===== src/rtl/frame_reader_pkg.sv =====
// Shared definitions for the frame reader.
// Holds the raster totals, the reader state encoding and the default pixel type.
package frame_reader_pkg;

  // Full raster size, visible plus blanking.
  localparam int H_TOTAL     = 800;
  localparam int V_TOTAL     = 525;

  // Default colour depth per channel.
  localparam int DEF_COLOR_W = 6;

  typedef enum logic [0:0] {
    SYNC = 1'b0,
    RUN  = 1'b1
  } state_t;

  typedef logic [3*DEF_COLOR_W-1:0] rgb_t;

endpackage


===== src/rtl/frame_reader_pixel_tick_gen.sv =====
// pixel_tick_gen: brings the asynchronous VGA pixel clock into the clk domain
// and produces a one-clk tick after each of its rising edges.
// Ports:
//   clk       in   system clock
//   reset     in   synchronous, active-high; clears all flops
//   pixel_clk in   VGA pixel clock, sampled as data
//   tick      out  1-clk pulse, 2 clk after a pixel_clk rising edge
module pixel_tick_gen (
  input  logic clk,
  input  logic reset,
  input  logic pixel_clk,
  output logic tick
);

  // sync[0], sync[1] form the synchroniser; sync[2] is the edge-detect history.
  logic [2:0] sync;

  // Shift the sampled pixel clock through the synchroniser chain.
  always_ff @(posedge clk) begin
    if (reset) begin
      sync <= 3'b000;
    end else begin
      sync <= {sync[1:0], pixel_clk};
    end
  end

  assign tick = sync[1] & ~sync[2];

endmodule


===== src/rtl/frame_reader.sv =====
// frame_reader: streams a stored image from a double-banked frame-buffer BRAM
// in step with the VGA raster, placing it at a fixed offset inside the visible
// area and filling the remainder with a border colour.
// Ports:
//   clk, reset    system clock, synchronous active-high reset
//   pixel_clk     VGA pixel clock, sampled only
//   x, y          VGA raster counters
//   r_data        BRAM read data
//   bank_req      pulse: swap the displayed bank at the next frame start
//   border_rgb    colour for visible pixels outside the image
//   r_address     {bank, pixel address} to the BRAM
//   raw_rgb       registered pixel colour
//   bank_active   bank currently displayed
//   frame_start   1-clk pulse on each frame-start tick
//   frame_err     sticky: a frame ended with the pixel address not at 0
module frame_reader
  import frame_reader_pkg::*;
#(
  parameter int H_SIZE   = 607,
  parameter int V_SIZE   = 455,
  parameter int H_OFFSET = 16,
  parameter int V_OFFSET = 12,
  parameter int H_ACTIVE = 640,
  parameter int V_ACTIVE = 480,
  parameter int COLOR_W  = DEF_COLOR_W,
  parameter int ADDR_W   = 19
) (
  input  logic                 clk,
  input  logic                 reset,
  input  logic                 pixel_clk,
  input  logic [9:0]           x,
  input  logic [9:0]           y,
  input  logic [3*COLOR_W-1:0] r_data,
  input  logic                 bank_req,
  input  logic [3*COLOR_W-1:0] border_rgb,
  output logic [ADDR_W:0]      r_address,
  output logic [3*COLOR_W-1:0] raw_rgb,
  output logic                 bank_active,
  output logic                 frame_start,
  output logic                 frame_err
);

  localparam logic [9:0] X_FIRST = 10'(H_OFFSET);
  localparam logic [9:0] X_END   = 10'(H_OFFSET + H_SIZE);
  localparam logic [9:0] Y_FIRST = 10'(V_OFFSET);
  localparam logic [9:0] Y_END   = 10'(V_OFFSET + V_SIZE);
  localparam logic [9:0] X_VIS   = 10'(H_ACTIVE);
  localparam logic [9:0] Y_VIS   = 10'(V_ACTIVE);
  localparam logic [9:0] X_LAST  = 10'(H_TOTAL - 1);
  localparam logic [9:0] Y_LAST  = 10'(V_TOTAL - 1);

  localparam logic [ADDR_W-1:0]    ADDR_LAST = ADDR_W'(H_SIZE * V_SIZE - 1);
  localparam logic [ADDR_W-1:0]    ADDR_ZERO = {ADDR_W{1'b0}};
  localparam logic [ADDR_W-1:0]    ADDR_ONE  = {{(ADDR_W-1){1'b0}}, 1'b1};
  localparam logic [3*COLOR_W-1:0] RGB_ZERO  = {(3*COLOR_W){1'b0}};

  if (H_OFFSET + H_SIZE > H_ACTIVE) begin : g_h_fit_check
    $error("frame_reader: image does not fit horizontally in the visible area");
  end
  if (V_OFFSET + V_SIZE > V_ACTIVE) begin : g_v_fit_check
    $error("frame_reader: image does not fit vertically in the visible area");
  end
  if ((64'd1 << ADDR_W) < 64'(H_SIZE * V_SIZE)) begin : g_addr_fit_check
    $error("frame_reader: ADDR_W too small for the image");
  end

  logic                 tick;
  state_t               state;
  state_t               state_next;
  logic [ADDR_W-1:0]    addr;
  logic [ADDR_W-1:0]    addr_next;
  logic                 addr_hold;
  logic                 addr_hold_next;
  logic [3*COLOR_W-1:0] rgb_next;
  logic                 pending;
  logic                 fs;
  logic                 in_image;
  logic                 visible;

  pixel_tick_gen u_tick (
    .clk       (clk),
    .reset     (reset),
    .pixel_clk (pixel_clk),
    .tick      (tick)
  );

  assign fs       = tick && (x == X_LAST) && (y == Y_LAST);
  assign in_image = (x >= X_FIRST) && (x < X_END) && (y >= Y_FIRST) && (y < Y_END);
  assign visible  = (x < X_VIS) && (y < Y_VIS);

  assign r_address = {bank_active, addr};

  // State register.
  always_ff @(posedge clk) begin
    if (reset) begin
      state <= SYNC;
    end else begin
      state <= state_next;
    end
  end

  // Next state: any frame-start tick puts the reader in RUN.
  always_comb begin
    state_next = state;
    case (state)
      SYNC: begin
        if (fs) begin
          state_next = RUN;
        end else begin
          state_next = SYNC;
        end
      end
      RUN:     state_next = RUN;
      default: state_next = SYNC;
    endcase
  end

  // Output decode: next colour and address for this tick.
  always_comb begin
    rgb_next       = raw_rgb;
    addr_next      = addr;
    addr_hold_next = addr_hold;
    if (fs) begin
      // The frame-start pixel sits in blanking, so the colour is black.
      rgb_next       = RGB_ZERO;
      addr_next      = ADDR_ZERO;
      addr_hold_next = 1'b0;
    end else if (tick && (state == RUN)) begin
      if (in_image) begin
        rgb_next = r_data;
        // After the last image pixel the address parks at 0 until the next frame.
        if (addr_hold) begin
          addr_next = addr;
        end else if (addr == ADDR_LAST) begin
          addr_next      = ADDR_ZERO;
          addr_hold_next = 1'b1;
        end else begin
          addr_next = addr + ADDR_ONE;
        end
      end else if (visible) begin
        rgb_next = border_rgb;
      end else begin
        rgb_next = RGB_ZERO;
      end
    end else begin
      rgb_next = raw_rgb;
    end
  end

  // Datapath registers: colour, pixel address and its park flag.
  always_ff @(posedge clk) begin
    if (reset) begin
      raw_rgb   <= RGB_ZERO;
      addr      <= ADDR_ZERO;
      addr_hold <= 1'b0;
    end else begin
      raw_rgb   <= rgb_next;
      addr      <= addr_next;
      addr_hold <= addr_hold_next;
    end
  end

  // Bank swap, frame-start pulse and frame error tracking.
  always_ff @(posedge clk) begin
    if (reset) begin
      bank_active <= 1'b0;
      pending     <= 1'b0;
      frame_start <= 1'b0;
      frame_err   <= 1'b0;
    end else begin
      frame_start <= fs;
      if (fs) begin
        // A request arriving on the frame-start clk is honoured immediately.
        bank_active <= bank_active ^ (pending | bank_req);
        pending     <= 1'b0;
        if ((state == RUN) && (addr != ADDR_ZERO)) begin
          frame_err <= 1'b1;
        end else begin
          frame_err <= frame_err;
        end
      end else if (bank_req) begin
        pending <= 1'b1;
      end else begin
        pending <= pending;
      end
    end
  end

endmodule

===== config.mk =====
export PLATFORM = sky130hd
export DESIGN_NAME = frame_reader
export DESIGN_NICKNAME = d
export VERILOG_FILES = /design/src/rtl/frame_reader_pkg.sv /design/src/rtl/frame_reader_pixel_tick_gen.sv /design/src/rtl/frame_reader.sv
export SDC_FILE = /design/constraint.sdc
export NUM_CORES = 1
export LEC_CHECK = 0
export CORE_ASPECT_RATIO = 1.75
export CORE_MARGIN = 2
export CORE_UTILIZATION = 40
export DETAILED_ROUTE_END_ITERATION = 12
export PLACE_DENSITY_LB_ADDON = 0.1
export SLEW_MARGIN = 15
export SYNTH_ARGS = -nofsm -noshare
export SYNTH_HDL_FRONTEND = slang
export SYNTH_SLANG_ARGS = --single-unit

===== constraint.sdc =====
create_clock -name clk -period 4.88 [get_ports clk]
set_input_delay 0.976 -clock clk [delete_from_list [all_inputs] [get_ports clk]]
set_output_delay 0.976 -clock clk [all_outputs]
set_load 0.005 [all_outputs]

# == Word-level counts from Yosys, hierarchy flattened ==
# Index checks and enable logic that the tools add are counted.
# op_classes
n_eq_ne,3
add_sub_neg,1
reduce_logical,13
magnitude_cmp,6
shift,0
mul,0
n_div,0
bitwise,6
muxes,7
# ops
operator,n
two-way mux 18 bit,2
"equality test 10 bit, second input constant",2
"< comparator 10 bit, second input constant",2
"< comparator 10 x 9 -> 1 bit, second input constant",2
"adder 19 x 1 -> 19 bit, second input constant",1
"equality test 19 bit, second input constant",1
two-way mux 19 bit,1
nonzero test 19 bit,1
"greater-or-equal comparator 10 x 4 -> 1 bit, second input constant",1
"greater-or-equal comparator 10 x 5 -> 1 bit, second input constant",1
logical AND 1 bit,8
AND reduction 2 bit,2
two-way mux 1 bit,3
NOT 1 bit,3
AND reduction 3 bit,1
case mux 1 bit (2 select lines),1
OR reduction 2 bit,1
bitwise AND 1 bit,1
bitwise OR 1 bit,1
XOR 1 bit,1
# totals
out_inout_bits,41
input_bits,60
latch_bits,0
n_memories,0
ff_bits,46
mem_bits_ro,0
ram_bits,0
wordCells,45

# == Depth between registers and ports, before layout ==
# Gate-level depths: netlist of the first run.
# depth
depth_word,6
ltp_mapped,7
depth_no_buf,6

# == By module ==
# From an unflattened synthesis of the first run, not the netlist that was laid out.
# unflattened
cells_unflattened,300
area_unflattened_um2,2367.3
# modules_own_cells
mod,cells_per_inst,instances,seq_area_each_um2,area_per_inst_um2
frame_reader,293,1,860.8,2279.7
pixel_tick_gen,7,1,60.1,87.6

# == Least setup slack after synthesis of the first run ==
# OpenSTA, ideal clock, no wires.
# synth_path
kind,input to register
start,in y[5]
end,reg raw_rgb[10]
setup_time_ps,122
slack_ps,2023
stages,7
t_arrival_ps,2735
n_path_buf,2
required_ps,4758
path_cell_list,or4_1 -> or4b_1 -> and4_1 -> buf_6 -> buf_6 -> a211oi_2 -> nor3_1
# synth_between
elab_chain_len,4
elab_cells_between_ends,11
classes_between,order compare (3); eq/ne (1); mux (2); reduce/logical (5)
# synth_rtl
item,line,text
from (decl),frame_reader.sv:32,"input logic [9:0] y,"
< comparator 10 x 9 -> 1 bit or greater-or-equal comparator 10 x 4 -> 1 bit (tied branches),"frame_reader.sv:89, frame_reader.sv:88",
logical AND 1 bit (on tied branches),"frame_reader.sv:89, frame_reader.sv:88",
two-way mux 18 bit or logical AND 1 bit (tied branches),"frame_reader.sv:140, frame_reader.sv:88",
two-way mux 18 bit,frame_reader.sv:129,if (in_image) begin
to (signal assigned),frame_reader.sv:157,raw_rgb <= rgb_next;
to (decl),frame_reader.sv:37,"output logic [3*COLOR_W-1:0] raw_rgb,"
# Parallel ways exist; a longest one is shown, timed or not.
# A chain may end at the register's enable or synchronous reset.

# == Final worst setup path of the first run ==
# layout_path
start,in x[6]
end,reg addr[12]
# layout_between
elab_chain_len,5
elab_cells_between_ends,10
classes_between,order compare (2); eq/ne (1); reduce/logical (7)
# layout_rtl
item,line,text
from (decl),frame_reader.sv:31,"input logic [9:0] x,"
greater-or-equal comparator 10 x 5 -> 1 bit or < comparator 10 bit (tied branches),frame_reader.sv:88,assign in_image = (x >= X_FIRST) && (x < X_END) && (y >= Y_FIRST) && (y < Y_END);
logical AND 1 bit (3 in a row),frame_reader.sv:88,
AND reduction 3 bit (no source line),-,
to (signal assigned),frame_reader.sv:158,addr <= addr_next;
to (decl),frame_reader.sv:70,logic [ADDR_W-1:0] addr;
# Parallel ways exist; a longest one is shown, timed or not.

==> results.yml, run 1 <==
setup_path:
  startpoint_type: "input pin"
  path_max_fanout: 20
  worst-setup-path-type: "input pin to flop"
  cp.arrival_ns: 3.62
  required_ns: 5.07
  end_kind: "flop"
place:
  dp_slack_ns: 1.22
  place_inst: 465
  gp_congestion: 0.986
  port_buffers: 100
  hpwl_um: 5940
  placed_area_sq_um: 3550
clock_tree:
  clock_latency_ns: 0.30
  clock_path_buffers: 2
  cts_sinks: 46
  root_buffer: "clkbuf_8"
  cts_hold_buffers: 0
  post_cts_buffers: 0
  cts_max_level: 2
  numCtsBuffers: 5
  cts_tree: "done"
  cts_resized: 0
  path_clk_slew_ns: 0.08
yosys:
  netlist_instances: 304
  muxShareOfSynthArea: 0
  ys_seq_area_frac: 0.363
  synthAdderAreaFrac: 0.00988
  synth_edf_count: 0
  synth_top_family_by_area: "simple AND/OR/NAND/NOR gates"
  synth_flop_cell: "dfxtp_1"
  syn_avg_cell_area_sq_um: 8.33
  netlist_top_cells_count: "dfxtp_1, nor3_1, o21ai_0"
  synth_top_area_frac: 0.363
  synth_area_sq_um: 2530
  syn_nets: 366
  synth-compound-area-share: 0.268
  synth-simple-area-share: 0.295
  synth_area_leaders: "dfxtp_1, nor3_1, a211oi_2"
  ys_seq_elements: 46
  yosys_warnings: 0
  ys_async_sr_fraction: 0
  yosysTopAreaCell: "dfxtp_1"
  synth.distinct_cells: 52
  synth_xor_area_frac: 0
pwr:
  power.density_nw_per_um2: 205
  power.leakage_nw: 1.14
  ir_worst_vdd_mv: 0.151
drt:
  drc: 0
  wl_per_cell_um: 17.1
  drt_wl_total_um: 8110
  first_pass_iters: 4
  via_per_inst: 5.96
  vias: 2818
  drtIter0Drc: 190
  ant_nets: 0
cells_and_area:
  multi_input_area_sq_um: 1470
  largestRegisters: "addr x19, raw_rgb x18, u_tick.sync x3"
  n_antenna_cell: 0
  layout.nets: 454
  largest_reg_flops: 19
  regArea_sq_um: 921
  stdcell_count: 473
  drive_gt1_frac: 0.0916
  synthToLayoutAreaGrowth_pct: 44.8
  top_register: "addr"
  nFillCells: 601
  fin_area_sq_um: 3670
timing:
  setup_ws_ns: 1.45
  post-route-period-util: 0.702
  final_hold_viol_count: 0
  setup_violations: 0
  tightest_slew_ns: 1.08
  finalMaxSlewViolations: 0
  max_slew_margin: 0.276
  period_needed_ns: 3.43
  fmaxAchievable_mhz: 292
  clock_skew_ns: 0.0123
  rsz0062_at_grt: "false"
  setup_tns_ns: 0
global_route:
  grt_max_degree: 37
  track_usage: 0.238
  grt_remaining_overflow: 0
  antenna_found_initial: 0
  grt_pass1_wl_um: 13200
  grt_pass1_vias: 2823
floorplanning:
  start_util: 0.410
  num_rows: 38
  die_area_sq_um: 7010
  core_area_sq_um: 6180
  die_x_um: 64.2
  ios: 101
  die_h_um: 109
flow_run:
  cap_violations: 0
outcome:
  outcome: "complete, no violations"
hold_path:
  hp-class: "flop to flop"
## layout make-up
| type | instances | area share |
|---|---|---|
| multi-input cells | 227 | 0.401 |
| inverters | 6 | 0.00614 |
| repair buffers | 106 | 0.285 |
| flip-flops and latches | 46 | 0.251 |
| clock buffers | 5 | 0.0188 |
| well taps | 80 | 0.0273 |
| clock inverters | 3 | 0.0109 |
## placed cells by master (no fill, tap or decap), drive strengths merged, types with 7 or more instances in the layout
master and n:
o21ai 20, nand3 13, dfxtp 46, o31ai 7, nor2 15, a21oi 15, nand4 7, nor4 8
clkdlybuf4s50 100, nor3 47, nand2 12, a211oi 23
## final timing paths
path | startpoint | slack, ns | endpoint | depth (start not counted)
worst max register to register | u_tick.sync[1] | 2.27 | addr[12] | 5
worst min-delay path | u_tick.sync[0] | 0.47 | u_tick.sync[1] | 1
worst min register to register | u_tick.sync[0] | 0.47 | u_tick.sync[1] | 1
worst max-delay path | x[6] | 1.45 | addr[12] | 6
## metal layers
layer  up-vias  track usage  wire [um]
met4         0        0.140        319
met5         -            0          0
li1       1346            -          -
met1      1340        0.243       2930
met2       112        0.449       4480
met3        20       0.0361        383
## cell families (layout without fill, tap and decap cells)
| family | count (synthesis) | count (layout) |
|---|---|---|
| AOI/OAI and AO/OA | 90 | 90 |
| adders and majority gates | 2 | 2 |
| DFF | 46 | 46 |
| and+or+nand+nor | 135 | 135 |
| buffers and inverters | 31 | 120 |
## per-stage QoR
stage	util	hold WS (ns)	power [mW]
after detailed placement	0.575	0.456	0.477
after global placement	0.575	0.451	0.477
after global routing	0.594	0.484	0.781
final	0.594	0.465	0.751
after floorplan	-	0.414	0.420
after CTS	0.593	0.471	0.762
## worst max-delay path, cell delays in order
cell             delay [ns]
clkdlybuf4s50_1        0.43
or4b_2                 0.68
nor4_2                 0.47
a21o_1                 0.66
nor3_1                 0.14
a32o_1                 0.25
## report_power, final
part	internal, mW	switching [mW]
sequential	0.377	0.000641
combinational	0.0500	0.0412
clock	0.151	0.132
total	0.577	0.174
Power figures use the tool's default switching activity.
==> run 2: changes to the inputs <==
Clock period 4.88 ns to 3.41 ns, I/O delays scaled along.
==> results.yml, run 2 (synthesis gave the netlist of run 1 again) <==
clock_tree:
  cts_tree: "done"
  numCtsBuffers: 5
  cts_sinks: 46
  post_cts_buffers: 0
  root_buffer: "clkbuf_8"
  cts_max_level: 2
  cts_resized: 0
  clock_path_buffers: 2
  clock_latency_ns: 0.30
  cts_hold_buffers: 0
  path_clk_slew_ns: 0.08
timing:
  setup_violations: 0
  clock_skew_ns: 0.00699
  fmaxAchievable_mhz: 345
  finalMaxSlewViolations: 0
  setup_tns_ns: 0
  post-route-period-util: 0.849
  final_hold_viol_count: 0
  period_needed_ns: 2.90
  whs_ns: 0.449
  max_slew_margin: 0.464
  tightest_slew_ns: 0.804
  rsz0062_at_grt: "false"
drt:
  drt_wl_total_um: 8210
  wl_per_cell_um: 17.1
  vias: 2844
  ant_nets: 0
  via_per_inst: 5.94
  drc: 0
  first_pass_iters: 4
  drtIter0Drc: 233
pwr:
  power.leakage_nw: 1.17
  power.density_nw_per_um2: 276
  pwr-share-clk: 0.337
  finalPower_mw: 1.03
  p_int_mw: 0.783
  power.switching_mw: 0.245
  sequentialPowerShare: 0.525
  ir_worst_vdd_mv: 0.228
  switching_share: 0.239
  pwr-share-comb: 0.138
global_route:
  track_usage: 0.246
  grt_remaining_overflow: 0
  grt_pass1_wl_um: 13600
  grt_max_degree: 38
  grt_pass1_vias: 2898
  antenna_found_initial: 0
flow_run:
  cap_violations: 0
cells_and_area:
  layout_commonest_cell: "clkdlybuf4s50_1"
  drive_gt1_frac: 0.103
  n_antenna_cell: 0
  final_cell_mix: "clkdlybuf4s50_1, nor3_1, dfxtp_1"
  largest_reg_flops: 19
  layout.nets: 460
  synthToLayoutAreaGrowth_pct: 46.9
  top_register: "addr"
  largestRegisters: "addr x19, raw_rgb x18, u_tick.sync x3"
setup_path:
  path_max_fanout: 22
  required_ns: 3.58
  worst-setup-path-type: "input pin to flop"
  cp.arrival_ns: 3.07
  startpoint_type: "input pin"
  end_kind: "flop"
floorplanning:
  core_area_sq_um: 6180
  die_h_um: 109
  num_rows: 38
  die_area_sq_um: 7010
  start_util: 0.410
  die_x_um: 64.2
  ios: 101
place:
  gp_congestion: 0.943
  hpwl_um: 6080
  port_buffers: 100
hold_path:
  hp-class: "flop to flop"
outcome:
  outcome: "complete, no violations"
[run 2: changes by cell type in the layout (fill, tap and decap cells not counted), sizes merged]
cell / previous run / this run
buf: 6 / 12
clkbuf: 5 / 7
bufinv: 1 / 0
clkinv: 2 / 1
[run 2: power by group through the flow]
stage          registers, mW  logic [mW]  clock network (mW)
5_1_grt                0.540       0.152               0.383
6_report               0.540       0.142               0.346
4_1_cts                0.540       0.142               0.354
2_1_floorplan          0.552      0.0490                   0
3_3_place_gp           0.553       0.141                   0
3_5_place_dp           0.553       0.141                   0
[run 2: final timing paths]
| kind | depth (start not counted) | start | slack [ns] | endpoint |
|---|---|---|---|---|
| min reg2reg | 1 | u_tick.sync[0] | 0.45 | u_tick.sync[1] |
| max | 7 | y[5] | 0.51 | addr[14] |
| max reg2reg | 6 | u_tick.sync[1] | 1.10 | addr[7] |
| min | 1 | u_tick.sync[0] | 0.45 | u_tick.sync[1] |
[run 2: cell type report]
class                   count  area [sq um]
well taps                  80           100
multi-input cells         227          1470
fillers                   579          2460
clock buffers               7          86.3
clock inverters             1          5.00
flip-flops and latches     46           921
repair buffers            112          1120
inverters                   6          22.5
[run 2: through the flow]
step | std cells | util | worst slack, ns | instance area, sq um
global placement | 471 | 0.586 | 0.260 | 3620
floorplan | 304 | - | 0.847 | 2530
CTS | 479 | 0.601 | 0.543 | 3710
global route | 479 | 0.602 | 0.437 | 3720
detailed placement | 471 | 0.586 | 0.226 | 3620
finish | 479 | 0.602 | 0.515 | 3720
[run 2: critical path: stages]
cell and delay (ns):
clkdlybuf4s50_1 0.47, or4_1 0.58, or4b_1 0.51, and4_1 0.27
buf_12 0.17, nand3_1 0.24, o32ai_1 0.14
[run 2: per-layer routing]
layer	up-vias	GRT usage	wire, um
li1	1370	-	-
met1	1367	0.265	2980
met2	95	0.464	4750
met3	12	0.0372	290
met4	0	0.114	193
met5	-	0	0
==> run 3: changes to the inputs <==
Settings changed: CORE_UTILIZATION 40 to 39.
Clock period 3.41 ns to 2.6 ns, I/O delays scaled along.
==> results.yml, run 3 (synthesis gave the netlist of run 1 again) <==
outcome:
  outcome: "complete, no violations"
timing:
  final_hold_viol_count: 0
  setup_violations: 0
  post-route-period-util: 0.981
  fmaxAchievable_mhz: 392
  tightest_slew_ns: 0.656
  clock_skew_ns: 0.0116
  finalMaxSlewViolations: 0
  max_slew_margin: 0.563
  rsz0062_at_grt: "true"
  setup_ws_ns: 0.0507
  period_needed_ns: 2.55
clock_tree:
  numCtsBuffers: 5
  cts_sinks: 46
  cts_max_level: 2
  clock_latency_ns: 0.30
  cts_tree: "done"
  cts_hold_buffers: 0
  path_clk_slew_ns: 0.09
  root_buffer: "clkbuf_8"
  clock_path_buffers: 2
global_route:
  grt_pass1_vias: 2870
  grt_max_degree: 37
  antenna_found_initial: 0
  grt_remaining_overflow: 0
  track_usage: 0.235
  grt_pass1_wl_um: 13400
floorplanning:
  core_area_sq_um: 6230
  die_h_um: 111
  die_area_sq_um: 7180
  ios: 101
  start_util: 0.407
  num_rows: 38
  die_x_um: 64.9
cells_and_area:
  layout.nets: 486
  layout_commonest_cell: "clkdlybuf4s50_1"
  synthToLayoutAreaGrowth_pct: 56.9
  final_cell_mix: "clkdlybuf4s50_1, nor3_1, dfxtp_1"
  top_register: "addr"
  stdcell_count: 505
  drive_gt1_frac: 0.172
  largestRegisters: "addr x19, raw_rgb x18, u_tick.sync x3"
  n_antenna_cell: 0
  largest_reg_flops: 19
hold_path:
  holdPathEnd: "u_tick.sync[1]"
  hold_path_depth: 1
  min_from: "u_tick.sync[0]"
  hp-class: "flop to flop"
drt:
  first_pass_iters: 4
  wl_per_cell_um: 16.4
  drtIter0Drc: 198
  vias: 2921
  ant_nets: 0
  drt_wl_total_um: 8290
  drc: 0
  via_per_inst: 5.78
setup_path:
  worstPathCellList: "clkdlybuf4s50_1, or2_1, a221oi_2, nand4_1, buf_4, or4b_2, a21oi_1"
  rr_worst_depth: 7
  path_max_fanout: 9
  end_kind: "flop"
  r2r-start: "addr[0]"
  cp_num_buf_inv: 2
  path_delay_family: "simple AND/OR/NAND/NOR gates"
  crit_start: "x[8]"
  required_ns: 2.84
  cp.arrival_ns: 2.79
  slowest_stage: "or4b_2"
  reg2reg_slack_ns: 0.59
  rr_endpoint: "addr[18]"
  startpoint_type: "input pin"
  worst-setup-path-type: "input pin to flop"
  crit_path_max_incr_delay_ns: 0.66
place:
  hpwl_um: 6380
  gp_congestion: 0.917
  place_inst: 496
  dp_slack_ns: -0.330
  port_buffers: 100
pwr:
  pwr-share-comb: 0.150
  power.switching_mw: 0.332
  power.density_nw_per_um2: 366
  finalPower_mw: 1.46
  sequentialPowerShare: 0.486
  pwr-share-clk: 0.363
  switching_share: 0.228
  power.leakage_nw: 1.31
  ir_worst_vdd_mv: 0.259
  p_int_mw: 1.12
flow_run:
  cap_violations: 0
## run 3: metal layers
layer	part of all wire	up-vias	wire, um	track usage
met5	0	-	0	0
met4	0.027	0	224	0.101
met3	0.037	19	307	0.0346
met2	0.57	103	4710	0.441
met1	0.37	1373	3050	0.248
li1	-	1426	-	-
## run 3: timing repair
| action | CTS | global route |
|---|---|---|
| setup endpoints to repair | 0 | 31 |
| setup buffers | 0 | 1 |
| endpoints found under the hold margin | 0 | 0 |
| gates resized for setup | 0 | 11 |
## run 3: worst reg2reg max path, stage by stage (launching register included)
cell and delay (ns):
dfxtp_1 0.46, ha_1 0.23, nand3_1 0.19, nor4_1 0.23, buf_4 0.18, and3_1 0.22, o211ai_1 0.10, a32o_1 0.29
## run 3: power groups by stage
stage	logic [mW]	clock network (mW)	registers, mW
floorplan	0.0642	0	0.724
global placement	0.209	0	0.725
detailed placement	0.210	0	0.725
CTS	0.211	0.541	0.708
global route	0.235	0.573	0.709
finish	0.219	0.529	0.708
## run 3: how the worst max path moves through the flow
stage	slack (ns)	cells past startpoint	end
2_1_floorplan	0.20	7	raw_rgb[10]
3_3_place_gp	-0.24	8	raw_rgb[10]
3_5_place_dp	-0.33	8	raw_rgb[13]
4_1_cts	0.005	8	raw_rgb[13]
5_1_grt	-0.01	8	addr[17]
6_report	0.05	7	addr[17]
## run 3: area by class of cell
| class | instances | area (sq um) |
|---|---|---|
| clock buffer | 7 | 76.3 |
| clock inverter | 1 | 30.0 |
| fill | 561 | 2250 |
| inverter | 6 | 22.5 |
| multi-input combinational | 227 | 1510 |
| sequential | 46 | 921 |
| tap | 80 | 100 |
| timing repair buffer | 138 | 1320 |
## run 3: per-stage QoR
stage | hold WS, ns | instance area (sq um) | util | setup TNS [ns]
CTS | 0.477 | 3920 | 0.629 | 0
floorplan | 0.414 | 2530 | - | 0
finish | 0.479 | 3980 | 0.638 | 0
global placement | 0.460 | 3810 | 0.612 | -7.49
detailed placement | 0.465 | 3810 | 0.612 | -9.35
global route | 0.495 | 3980 | 0.638 | -0.0106
